==> src/rtl/ring_pkg.sv <==
// Shared types and helpers for one-hot ring counter consumers.
// Latency: n/a (package). Backpressure: n/a.
// Helpers operate on a MAX_W-bit container plus a run-time width so one
// definition serves every ring width up to MAX_W bits.
package ring_pkg;

    localparam int MAX_W = 64;

    typedef enum logic [1:0] {
        ST_UNLOCKED = 2'd0,
        ST_ACQUIRE  = 2'd1,
        ST_LOCKED   = 2'd2
    } ring_state_t;

    // Mask selecting the low 'width' bits of the container.
    function automatic logic [MAX_W-1:0] ring_mask(input int width);
        logic [MAX_W-1:0] m;
        if (width >= MAX_W) begin
            m = '1;
        end else begin
            m = (MAX_W'(1) << width) - MAX_W'(1);
        end
        return m;
    endfunction

    // Rotate-left by one position within 'width' bits: {w[W-2:0], w[W-1]}.
    function automatic logic [MAX_W-1:0] ring_rotl(input logic [MAX_W-1:0] w,
                                                   input int width);
        logic [MAX_W-1:0] m;
        logic [MAX_W-1:0] wm;
        m  = ring_mask(width);
        wm = w & m;
        return ((wm << 1) | (wm >> (width - 1))) & m;
    endfunction

    // True when exactly one bit is set within the low 'width' bits.
    function automatic logic ring_is_onehot(input logic [MAX_W-1:0] w,
                                            input int width);
        logic [MAX_W-1:0] wm;
        wm = w & ring_mask(width);
        return (wm != '0) && ((wm & (wm - MAX_W'(1))) == '0);
    endfunction

    // Binary position of the set bit; OR-reduction so no priority chain
    // is built. Only meaningful for one-hot input.
    function automatic int ring_onehot_to_bin(input logic [MAX_W-1:0] w);
        int idx;
        idx = 0;
        for (int i = 0; i < MAX_W; i++) begin
            if (w[i]) begin
                idx = idx | i;
            end
        end
        return idx;
    endfunction

endpackage

==> src/rtl/ring_onehot_decode.sv <==
// One-hot validity check and one-hot-to-binary conversion of a ring word.
// Latency: combinational. Backpressure: none.
// Ports: word (ring word in), is_onehot (exactly one bit set),
//        bin (position of the set bit, don't-care when not one-hot).
module ring_onehot_decode
    import ring_pkg::*;
#(
    parameter int WIDTH = 8,
    parameter int IDX_W = $clog2(WIDTH)
) (
    input  logic [WIDTH-1:0] word,
    output logic             is_onehot,
    output logic [IDX_W-1:0] bin
);

    assign is_onehot = ring_is_onehot(MAX_W'(word), WIDTH);
    assign bin       = IDX_W'(ring_onehot_to_bin(MAX_W'(word)));

endmodule

==> src/rtl/ring_decoder_monitor.sv <==
// Ring counter receiver: decodes the one-hot word and checks single-step rotation.
// Latency: all outputs registered, 1 cycle after the sample_en cycle.
// Backpressure: none; sample_en low freezes all state (source must stall too).
// Ports: clk, rst (sync, active-high), ring_in/sample_en (sample in),
//        clr_cnt (clear counters), index/index_valid (decoded position),
//        locked, err_pulse, err_count (saturating), rev_count (wrapping).
module ring_decoder_monitor
    import ring_pkg::*;
#(
    parameter int WIDTH  = 8,
    parameter int LOCK_N = 4,
    parameter int LOSS_N = 3,
    parameter int ERR_W  = 8,
    parameter int REV_W  = 16
) (
    input  logic                     clk,
    input  logic                     rst,
    input  logic [WIDTH-1:0]         ring_in,
    input  logic                     sample_en,
    input  logic                     clr_cnt,
    output logic [$clog2(WIDTH)-1:0] index,
    output logic                     index_valid,
    output logic                     locked,
    output logic                     err_pulse,
    output logic [ERR_W-1:0]         err_count,
    output logic [REV_W-1:0]         rev_count
);

    localparam int IDX_W  = $clog2(WIDTH);
    localparam int GOOD_W = $clog2(LOCK_N + 1);
    localparam int BAD_W  = $clog2(LOSS_N + 1);

    // Counter values at which the next step completes lock / drops lock.
    localparam logic [GOOD_W-1:0] LOCK_LAST = GOOD_W'(LOCK_N - 1);
    localparam logic [BAD_W-1:0]  LOSS_LAST = BAD_W'(LOSS_N - 1);

    ring_state_t       state;
    ring_state_t       state_nxt;
    logic [WIDTH-1:0]  expected;
    logic [WIDTH-1:0]  expected_nxt;
    logic [GOOD_W-1:0] good_cnt;
    logic [GOOD_W-1:0] good_nxt;
    logic [BAD_W-1:0]  bad_cnt;
    logic [BAD_W-1:0]  bad_nxt;
    logic              err_hit;
    logic              rev_hit;

    logic              onehot;
    logic [IDX_W-1:0]  dec_bin;
    logic              correct;
    logic [WIDTH-1:0]  rot_in;
    logic [WIDTH-1:0]  rot_exp;

    ring_onehot_decode #(
        .WIDTH (WIDTH),
        .IDX_W (IDX_W)
    ) u_decode (
        .word      (ring_in),
        .is_onehot (onehot),
        .bin       (dec_bin)
    );

    assign correct = onehot && (ring_in == expected);
    assign rot_in  = WIDTH'(ring_rotl(MAX_W'(ring_in), WIDTH));
    // Flywheel: on a bad sample the reference keeps rotating on its own
    // so a single glitch does not desynchronise a locked link.
    assign rot_exp = WIDTH'(ring_rotl(MAX_W'(expected), WIDTH));

    always_comb begin
        state_nxt    = state;
        expected_nxt = expected;
        good_nxt     = good_cnt;
        bad_nxt      = bad_cnt;
        err_hit      = 1'b0;
        rev_hit      = 1'b0;
        if (sample_en) begin
            case (state)
                ST_UNLOCKED: begin
                    if (onehot) begin
                        state_nxt    = ST_ACQUIRE;
                        expected_nxt = rot_in;
                        good_nxt     = '0;
                    end
                end
                ST_ACQUIRE: begin
                    if (correct) begin
                        good_nxt     = good_cnt + GOOD_W'(1);
                        expected_nxt = rot_in;
                        if (good_cnt == LOCK_LAST) begin
                            state_nxt = ST_LOCKED;
                            bad_nxt   = '0;
                        end
                    end else if (onehot) begin
                        // Valid but out of sequence: reseed from this word.
                        expected_nxt = rot_in;
                        good_nxt     = '0;
                    end else begin
                        state_nxt = ST_UNLOCKED;
                    end
                end
                ST_LOCKED: begin
                    if (correct) begin
                        bad_nxt      = '0;
                        expected_nxt = rot_in;
                        // Bit 0 set means the token just wrapped MSB->LSB.
                        rev_hit      = ring_in[0];
                    end else begin
                        err_hit      = 1'b1;
                        expected_nxt = rot_exp;
                        bad_nxt      = bad_cnt + BAD_W'(1);
                        if (bad_cnt == LOSS_LAST) begin
                            state_nxt = ST_UNLOCKED;
                        end
                    end
                end
                default: begin
                    state_nxt = ST_UNLOCKED;
                end
            endcase
        end
    end

    always_ff @(posedge clk) begin
        if (rst) begin
            state       <= ST_UNLOCKED;
            expected    <= '0;
            good_cnt    <= '0;
            bad_cnt     <= '0;
            index       <= '0;
            index_valid <= 1'b0;
            locked      <= 1'b0;
            err_pulse   <= 1'b0;
            err_count   <= '0;
            rev_count   <= '0;
        end else begin
            state     <= state_nxt;
            expected  <= expected_nxt;
            good_cnt  <= good_nxt;
            bad_cnt   <= bad_nxt;
            locked    <= (state_nxt == ST_LOCKED);
            err_pulse <= err_hit;
            if (sample_en) begin
                index_valid <= onehot;
                if (onehot) begin
                    index <= dec_bin;
                end
            end
            // Clear wins over a same-cycle increment.
            if (clr_cnt) begin
                err_count <= '0;
            end else if (err_hit && (err_count != '1)) begin
                err_count <= err_count + ERR_W'(1);
            end
            if (clr_cnt) begin
                rev_count <= '0;
            end else if (rev_hit) begin
                rev_count <= rev_count + REV_W'(1);
            end
        end
    end

endmodule

==> config.mk <==
export PLATFORM = sky130hd
export DESIGN_NAME = ring_decoder_monitor
export DESIGN_NICKNAME = d
export VERILOG_FILES = /design/src/rtl/ring_pkg.sv /design/src/rtl/ring_onehot_decode.sv /design/src/rtl/ring_decoder_monitor.sv
export SDC_FILE = /design/constraint.sdc
export NUM_CORES = 1
export LEC_CHECK = 0
export CORE_MARGIN = 8
export CORE_UTILIZATION = 55
export CTS_BUF_LIST = sky130_fd_sc_hd__clkbuf_4 sky130_fd_sc_hd__clkbuf_8
export CTS_CLUSTER_SIZE = 25
export DETAILED_ROUTE_END_ITERATION = 10
export PLACE_DENSITY = 0.82
export SLEW_MARGIN = 10
export SYNTH_ARGS = -nofsm -noshare
export SYNTH_HDL_FRONTEND = slang
export SYNTH_SLANG_ARGS = --single-unit
==> constraint.sdc <==
create_clock -name clk -period 3.7 [get_ports clk]
set_clock_uncertainty 0.05 [all_clocks]
set_input_delay 0.74 -clock clk [delete_from_list [all_inputs] [get_ports clk]]
set_output_delay 0.74 -clock clk [all_outputs]
set_load 0.05 [all_outputs]
# --- Word-level counts from Yosys, hierarchy flattened ---
# Cells that the tools add are included.
word_totals:
  out_inout_bits: 30
  regBits: 45
  word_cells: 73
  inputBits: 12
classes:
  bitwise_logic: 3
  muxes: 32
  n_addsub: 5
  n_eq_ne: 9
  n_reduce_logical: 14
op_table:
  columns: ["operator", "count"]
  rows:
  - ["8-bit by 64-bit AND with 64-bit output", 1]
  - ["64-bit zero test", 1]
  - ["64-bit nonzero test", 1]
  - ["2-bit 2-to-1 mux", 12]
  - ["8-bit 2-to-1 mux", 3]
  - ["8-bit one-hot mux with 3 select lines", 1]
  - ["3-bit 2-to-1 mux", 6]
  - ["16-bit by 1-bit adder with 16-bit output, second input constant", 1]
  - ["8-bit by 1-bit OR with 8-bit output", 2]
  - ["8-bit by 1-bit subtractor with 9-bit output, second input constant", 1]
  - ["8-bit by 1-bit adder with 8-bit output, second input constant", 1]
  - ["8-bit equality test", 1]
  - ["8-bit inequality test, second input constant", 1]
  - ["1-bit 2-to-1 mux", 7]
  - ["2-bit equality test, second input constant", 3]
  - ["2-bit one-hot mux with 3 select lines", 1]
  - ["3-bit one-hot mux with 2 select lines", 1]
  - ["2-bit AND reduction", 3]
  - ["2-bit inequality test, second input constant", 2]
  - ["2-bit one-hot mux with 2 select lines", 1]
  - ["4-bit AND reduction", 1]
  - ["2-bit nonzero test", 2]
  - ["3-bit by 1-bit adder with 3-bit output, second input constant", 1]
  - ["3-bit by 2-bit equality test with 1-bit output, second input constant", 1]
  - ["6 further kinds", 8]

# --- Logic depth before layout (Yosys ltp) ---
logic_depth:
  ltp_word: 9
  depth_mapped: 9
  depth_no_buf: 8

# --- Modules after synthesis ---
# Synthesis repeated with hierarchy kept, for this count alone.
hier_totals:
  cells_unflattened: 328
  hier_area_um2: 2651.3
modules_own_cells:
  columns: ["mod", "seq_area_each_um2", "area_per_inst_um2", "n_inst", "cells_each"]
  rows:
  - ["ring_decoder_monitor", 900.9, 2533.7, 1, 314]
  - ["ring_onehot_decode", 0.0, 117.6, 1, 14]

# --- Least setup slack after synthesis ---
# Ideal clock, no wire load.
synth_timing:
  path_kind: "input port to flip-flop"
  startpoint: "input port ring_in[3]"
  endpoint: "register locked"
  required_ns: 3.525
  arrival_ns: 2.617
  slack_ns: 0.908
  setup_time_ns: 0.125
  n_path_buf: 2
  stages: 8
  cell_sequence: "buf_2 > or4_1 > a2111oi_2 > or3_1 > buf_4 > mux2_2 > nor3_1 > nor3b_1"
synth_between:
  elab_chain_len: 9
  word_cells_on_any_way: 14
  cone_classes: "1 x add/sub; 2 x eq/ne; 6 x mux; 1 x bitwise; 4 x reduce/logical"
synth_lines:
  columns: ["item", "line_no", "source"]
  rows:
  - ["from (decl)", "ring_decoder_monitor.sv:18", "input logic [WIDTH-1:0] ring_in,"]
  - ["8-bit by 1-bit subtractor with 9-bit output", "ring_pkg.sv:41", "return (wm != '0) && ((wm & (wm - MAX_W'(1))) == '0);"]
  - ["8-bit by 64-bit AND with 64-bit output", "ring_pkg.sv:41", null]
  - ["64-bit zero test", "ring_pkg.sv:41", null]
  - ["1-bit logical AND", "ring_pkg.sv:41", null]
  - ["2-bit 2-to-1 mux / 1-bit logical AND (equally long branches)", "ring_decoder_monitor.sv:93, ring_decoder_monitor.sv:63", null]
  - ["2-bit 2-to-1 mux, on equally long branches", "ring_decoder_monitor.sv:86, ring_decoder_monitor.sv:102", null]
  - ["2-bit one-hot mux with 3 select lines (*)", "ring_decoder_monitor.sv:77", "case (state)"]
  - ["2-bit 2-to-1 mux (*)", "ring_decoder_monitor.sv:76", "if (sample_en) begin"]
  - ["2-bit equality test (*)", "ring_decoder_monitor.sv:140", "locked <= (state_nxt == ST_LOCKED);"]
  - ["to (signal assigned)", "ring_decoder_monitor.sv:140", null]
  - ["to (decl)", "ring_decoder_monitor.sv:23", "output logic locked,"]
# Mark *: on every way between the ends. The rest lies on a longest branch, timed or not.
# A chain may end at the register's enable or synchronous reset.

# --- Final worst setup path ---
layout_timing:
  startpoint: "input port ring_in[3]"
  endpoint: "register bad_cnt[1]"
layout_between:
  elab_chain_len: 7
  word_cells_on_any_way: 11
  cone_classes: "1 x add/sub; 2 x eq/ne; 2 x mux; 1 x bitwise; 5 x reduce/logical"
layout_lines:
  columns: ["item", "line_no", "source"]
  rows:
  - ["8-bit by 1-bit subtractor with 9-bit output", "ring_pkg.sv:41", null]
  - ["8-bit by 64-bit AND with 64-bit output", "ring_pkg.sv:41", null]
  - ["64-bit zero test", "ring_pkg.sv:41", null]
  - ["1-bit logical AND", "ring_pkg.sv:41", null]
  - ["1-bit logical AND (*)", "ring_decoder_monitor.sv:63", "assign correct = onehot && (ring_in == expected);"]
  - ["2-bit inequality test (no line) / 2-bit 2-to-1 mux (equally long branches)", null, null]
  - ["4-bit AND reduction (no line) / 2-bit one-hot mux with 2 select lines (equally long branches)", null, null]
  - ["to (signal assigned)", "ring_decoder_monitor.sv:139", "bad_cnt <= bad_nxt;"]
  - ["to (decl)", "ring_decoder_monitor.sv:43", "logic [BAD_W-1:0] bad_cnt;"]
# Marks and branches as above.

==> results summary <==
The placeable core region came out at 4410 sq um. The path class of the tightest hold or removal check is flip-flop to flip-flop. The master of the slowest instance on the critical path is or4_1. The number of nets in the finished design came out at 365.

The flow ran to the end, and the final reports show no timing, DRC or antenna violations. The total setup buffers inserted after CTS came out at 0. The total negative slack for setup checks came out at 0 ps. CTS placed an instance of clkbuf_8 at the clock tree root. Counting every net in the synthesized netlist gives between 300 and 400.

Before antenna repair, the detailed router went through 4 iterations. The first-pass GRT wire length is 10.5 mm. The via count of the first global-routing pass is 2288. The endpoint arrival time on the critical path came out at 3460 ps.

Together, buffers and inverters on the worst path number 1. The total inserted antenna cells is 0. In this run the number of H-tree levels came out at 2. Setup repair after global routing left no endpoint under its margin. The share of the yosys chip area belonging to registers is 0.353. The count of yosys warnings during synthesis came out at 0. The estimated wirelength of the detail-placed design came out at 4.52 mm. The data required time at the worst endpoint is just under 4000 ps. The TritonCTS buffer count came out at 5.

The post-synthesis cell type count came out at 50. The final critical path time including I/O delays and setup came out at 3270 ps. The static leakage is 1.02 nW. The synthesized area is 2550 sq um. The ratio of routed vias to standard cells is just over 6. By area the synthesized netlist is led by dfxtp_1 35%, nor2_1 5.4%, ha_1 4.4%, a21oi_1 3.9%, xor2_1 3.8%. The cell type group with the largest total delay on the critical path is simple AND/OR/NAND/NOR gates.

Derived from the worst setup path, the maximum achievable clock frequency is 306 MHz. Of the total power, registers draw 0.540. The sequential cells in the finished layout cover a total of 901 sq um. The average routed wire per standard cell came out at 15.6 um.

The CTS clock-pin slew for the worst setup and hold paths is 100 ps. The number of filler instances in the final layout came out at about 370. The design internal power came out at 0.683 mW.

The post-layout worst setup margin came out at 428 ps. The overall global routing resource usage is 0.169. In the post-synthesis netlist, the cell with the most instances is dfxtp_1. The number of antenna violations at the first check in global routing came out at 0. The overall overflow remaining after global route came out at 0. In this run the vertical extent of the chip is 84.1 um. In the final layout, the share of cells above drive strength 1 is 0.104. The final setup violation count came out at 0. The overall die area is 7080 sq um. In the final layout, the multi-input gates occupy around 1500 sq um.

The final routed DRC violation total came out at 0. The number of core rows is 24. For this block, the initial DRC count from the detailed router was 198.

The worst setup path is launched from an input port. On the worst path, the slowest cell contributes a delay of around 690 ps. CTS saw 45 sinks. The instance count of the mapped netlist is 307.

The count of boundary I/O pins is 42. In this run, synthesis produced a sequential element count of 45. The TritonCTS clock tree is done.

The startpoint-to-endpoint class of the critical path is input port to flip-flop. Clock latency on the worst-skew pair, taken at its later pin, is 300 ps. Hold repair after CTS inserted 0 buffers. The switching power came out at 0.237 mW. The measured slew at the worst slew-check pin is 567 ps. The power density of the placed cells is roughly 300 nW/um^2.

The number of vias after detailed routing is ~2400. The final critical-path share of the clock period is 0.884. The relative area change from synthesis to final layout is 21.4%. The number of resized instances in the post-cts repair step came out at 0. The placer congestion estimate is 0.879. The relative max-transition margin came out at 0.621. The initial core utilization is 0.578.

Among the stages of the critical path, the cell type that occurs most often is or3_1. The switching share of power came out at 0.257. The power share of the combinational group came out at 0.098.

The number of pins exceeding their max-slew limit in the final report is 0. The overall routed net length is around 6.2 mm. In this run the register-to-register setup slack is 1290 ps. The total of max-cap violations came out at 0. The minimum setup slack after placement came out at 154 ps. Across the VDD grid, the largest voltage drop is 0.252 mV.

Measured along the x axis, the die boundary spans about 84 um. The relative contribution of the clock network to total power is 0.362. The commonest cells after synthesis are 45 x dfxtp_1, 37 x nor2_1, 20 x a21oi_1, 17 x nand2_1, 17 x o21ai_0. The share of synthesized area in the top cell type comes to 0.353. The number of buffer cells added on primary ports is 41. Traced cell by cell, the critical path runs through clkdlybuf4s50_1, or4_1, a2111oi_2, or3_1, o21ai_0, or3_1, o22ai_1. The worst setup path is captured at a flip-flop. The largest area contributor in the synthesized netlist is dfxtp_1.

The share of flip-flops with an asynchronous set or reset after synthesis is 0. The final number of hold-violating endpoints is 0. A synthesized cell averages approximately 8.3 sq um. Counting along the longest clock path gives a buffer depth of 2.

The number of enable-type register cells in the synthesized netlist is 0. In this run the remaining antenna-violating nets after routing total 0. Of all nets on the critical path, the largest fanout is 9. For this run, the leading register cell type out of synthesis is dfxtp_1. The pin count of the biggest net entering global routing is 24.
==> layout by cell type (no fill, tap or decap), drive strengths merged, types with 4 or more instances in the layout <==
| cell type | synthesis | final |
|---|---|---|
| or2 | 4 | 4 |
| clkdlybuf4s50 | 0 | 41 |
| o21ai | 17 | 17 |
| nand3 | 17 | 17 |
| or3 | 11 | 11 |
| and2 | 4 | 4 |
| nor2 | 37 | 37 |
| mux2 | 7 | 7 |
| xnor2 | 7 | 7 |
| a21oi | 20 | 20 |
| xor2 | 11 | 11 |
| nor3 | 17 | 17 |
| nand2 | 17 | 17 |
| clkbuf | 11 | 6 |
| buf | 6 | 6 |
| a221oi | 9 | 9 |
| inv | 9 | 10 |
| nor4 | 9 | 9 |
| ha | 9 | 9 |
| dfxtp | 45 | 45 |
==> power by group through the flow <==
stage | Sequential (mW) | Combinational (mW) | Clock [mW]
after detailed placement | 0.508 | 0.0888 | 0
after global routing | 0.498 | 0.0978 | 0.355
final | 0.497 | 0.0901 | 0.333
after global placement | 0.508 | 0.0875 | 0
after CTS | 0.497 | 0.0893 | 0.335
after floorplan | 0.508 | 0.0571 | 0
==> per-layer routing <==
layer / GRT usage / share of wire / routed length (um)
met1: 0.214 / 0.47 / 2910
met2: 0.278 / 0.47 / 2920
met3: 0.0449 / 0.057 / 356
met4: 0.0408 / 0.0034 / 21
met5: 0 / 0 / 0
==> state kept, by name (all words and copies together), names as in the netlist <==
register / cells
state: 2
index_valid: 1
locked: 1
expected: 8
bad_cnt: 2
err_count: 8
rev_count: 16
index: 3
err_pulse: 1
good_cnt: 3
==> worst min-delay path, stage by stage, from the launching register on <==
cell     delay, ps
dfxtp_1        320
nand2_1         50
a21oi_1         50
==> logic make-up (layout without fill, tap and decap cells) <==
group,count (synthesis),in the layout,synth area share
AO/OA/AOI/OAI,65,65,0.170
adder cells (fa/ha/maj),10,10,0.0485
buffers and inverters,26,64,0.0422
flip-flops,45,45,0.353
XOR/XNOR,18,18,0.0618
multiplexers,7,7,0.0309
AND/OR/NAND/NOR,136,136,0.294
==> cell type report <==
| cell class | instances | area share |
|---|---|---|
| Clock inverter | 2 | 0.00525 |
| Tap cell | 52 | 0.0210 |
| Clock buffer | 6 | 0.0267 |
| Sequential cell | 45 | 0.291 |
| Inverter | 9 | 0.0109 |
| Multi-Input combinational cell | 236 | 0.498 |
| Timing Repair Buffer | 47 | 0.147 |
==> per-stage QoR <==
step	total power [mW]	utilization	std cells	hold slack, ps	area, sq um
3_5_place_dp	0.597	0.679	389	404	3000
3_3_place_gp	0.596	0.679	389	389	3000
4_1_cts	0.921	0.702	397	417	3100
5_1_grt	0.951	0.702	397	452	3100
6_report	0.920	0.702	397	414	3100
2_1_floorplan	0.565	-	307	374	2550
==> worst paths after layout <==
path,from,end,cells after the start
worst max register to register,expected[2],rev_count[15],7
worst min-delay path,index[0],index[0],2
worst max-delay path,ring_in[3],bad_cnt[1],7
worst min register to register,index[0],index[0],2
No activity file was read; power rests on OpenSTA's default activity.
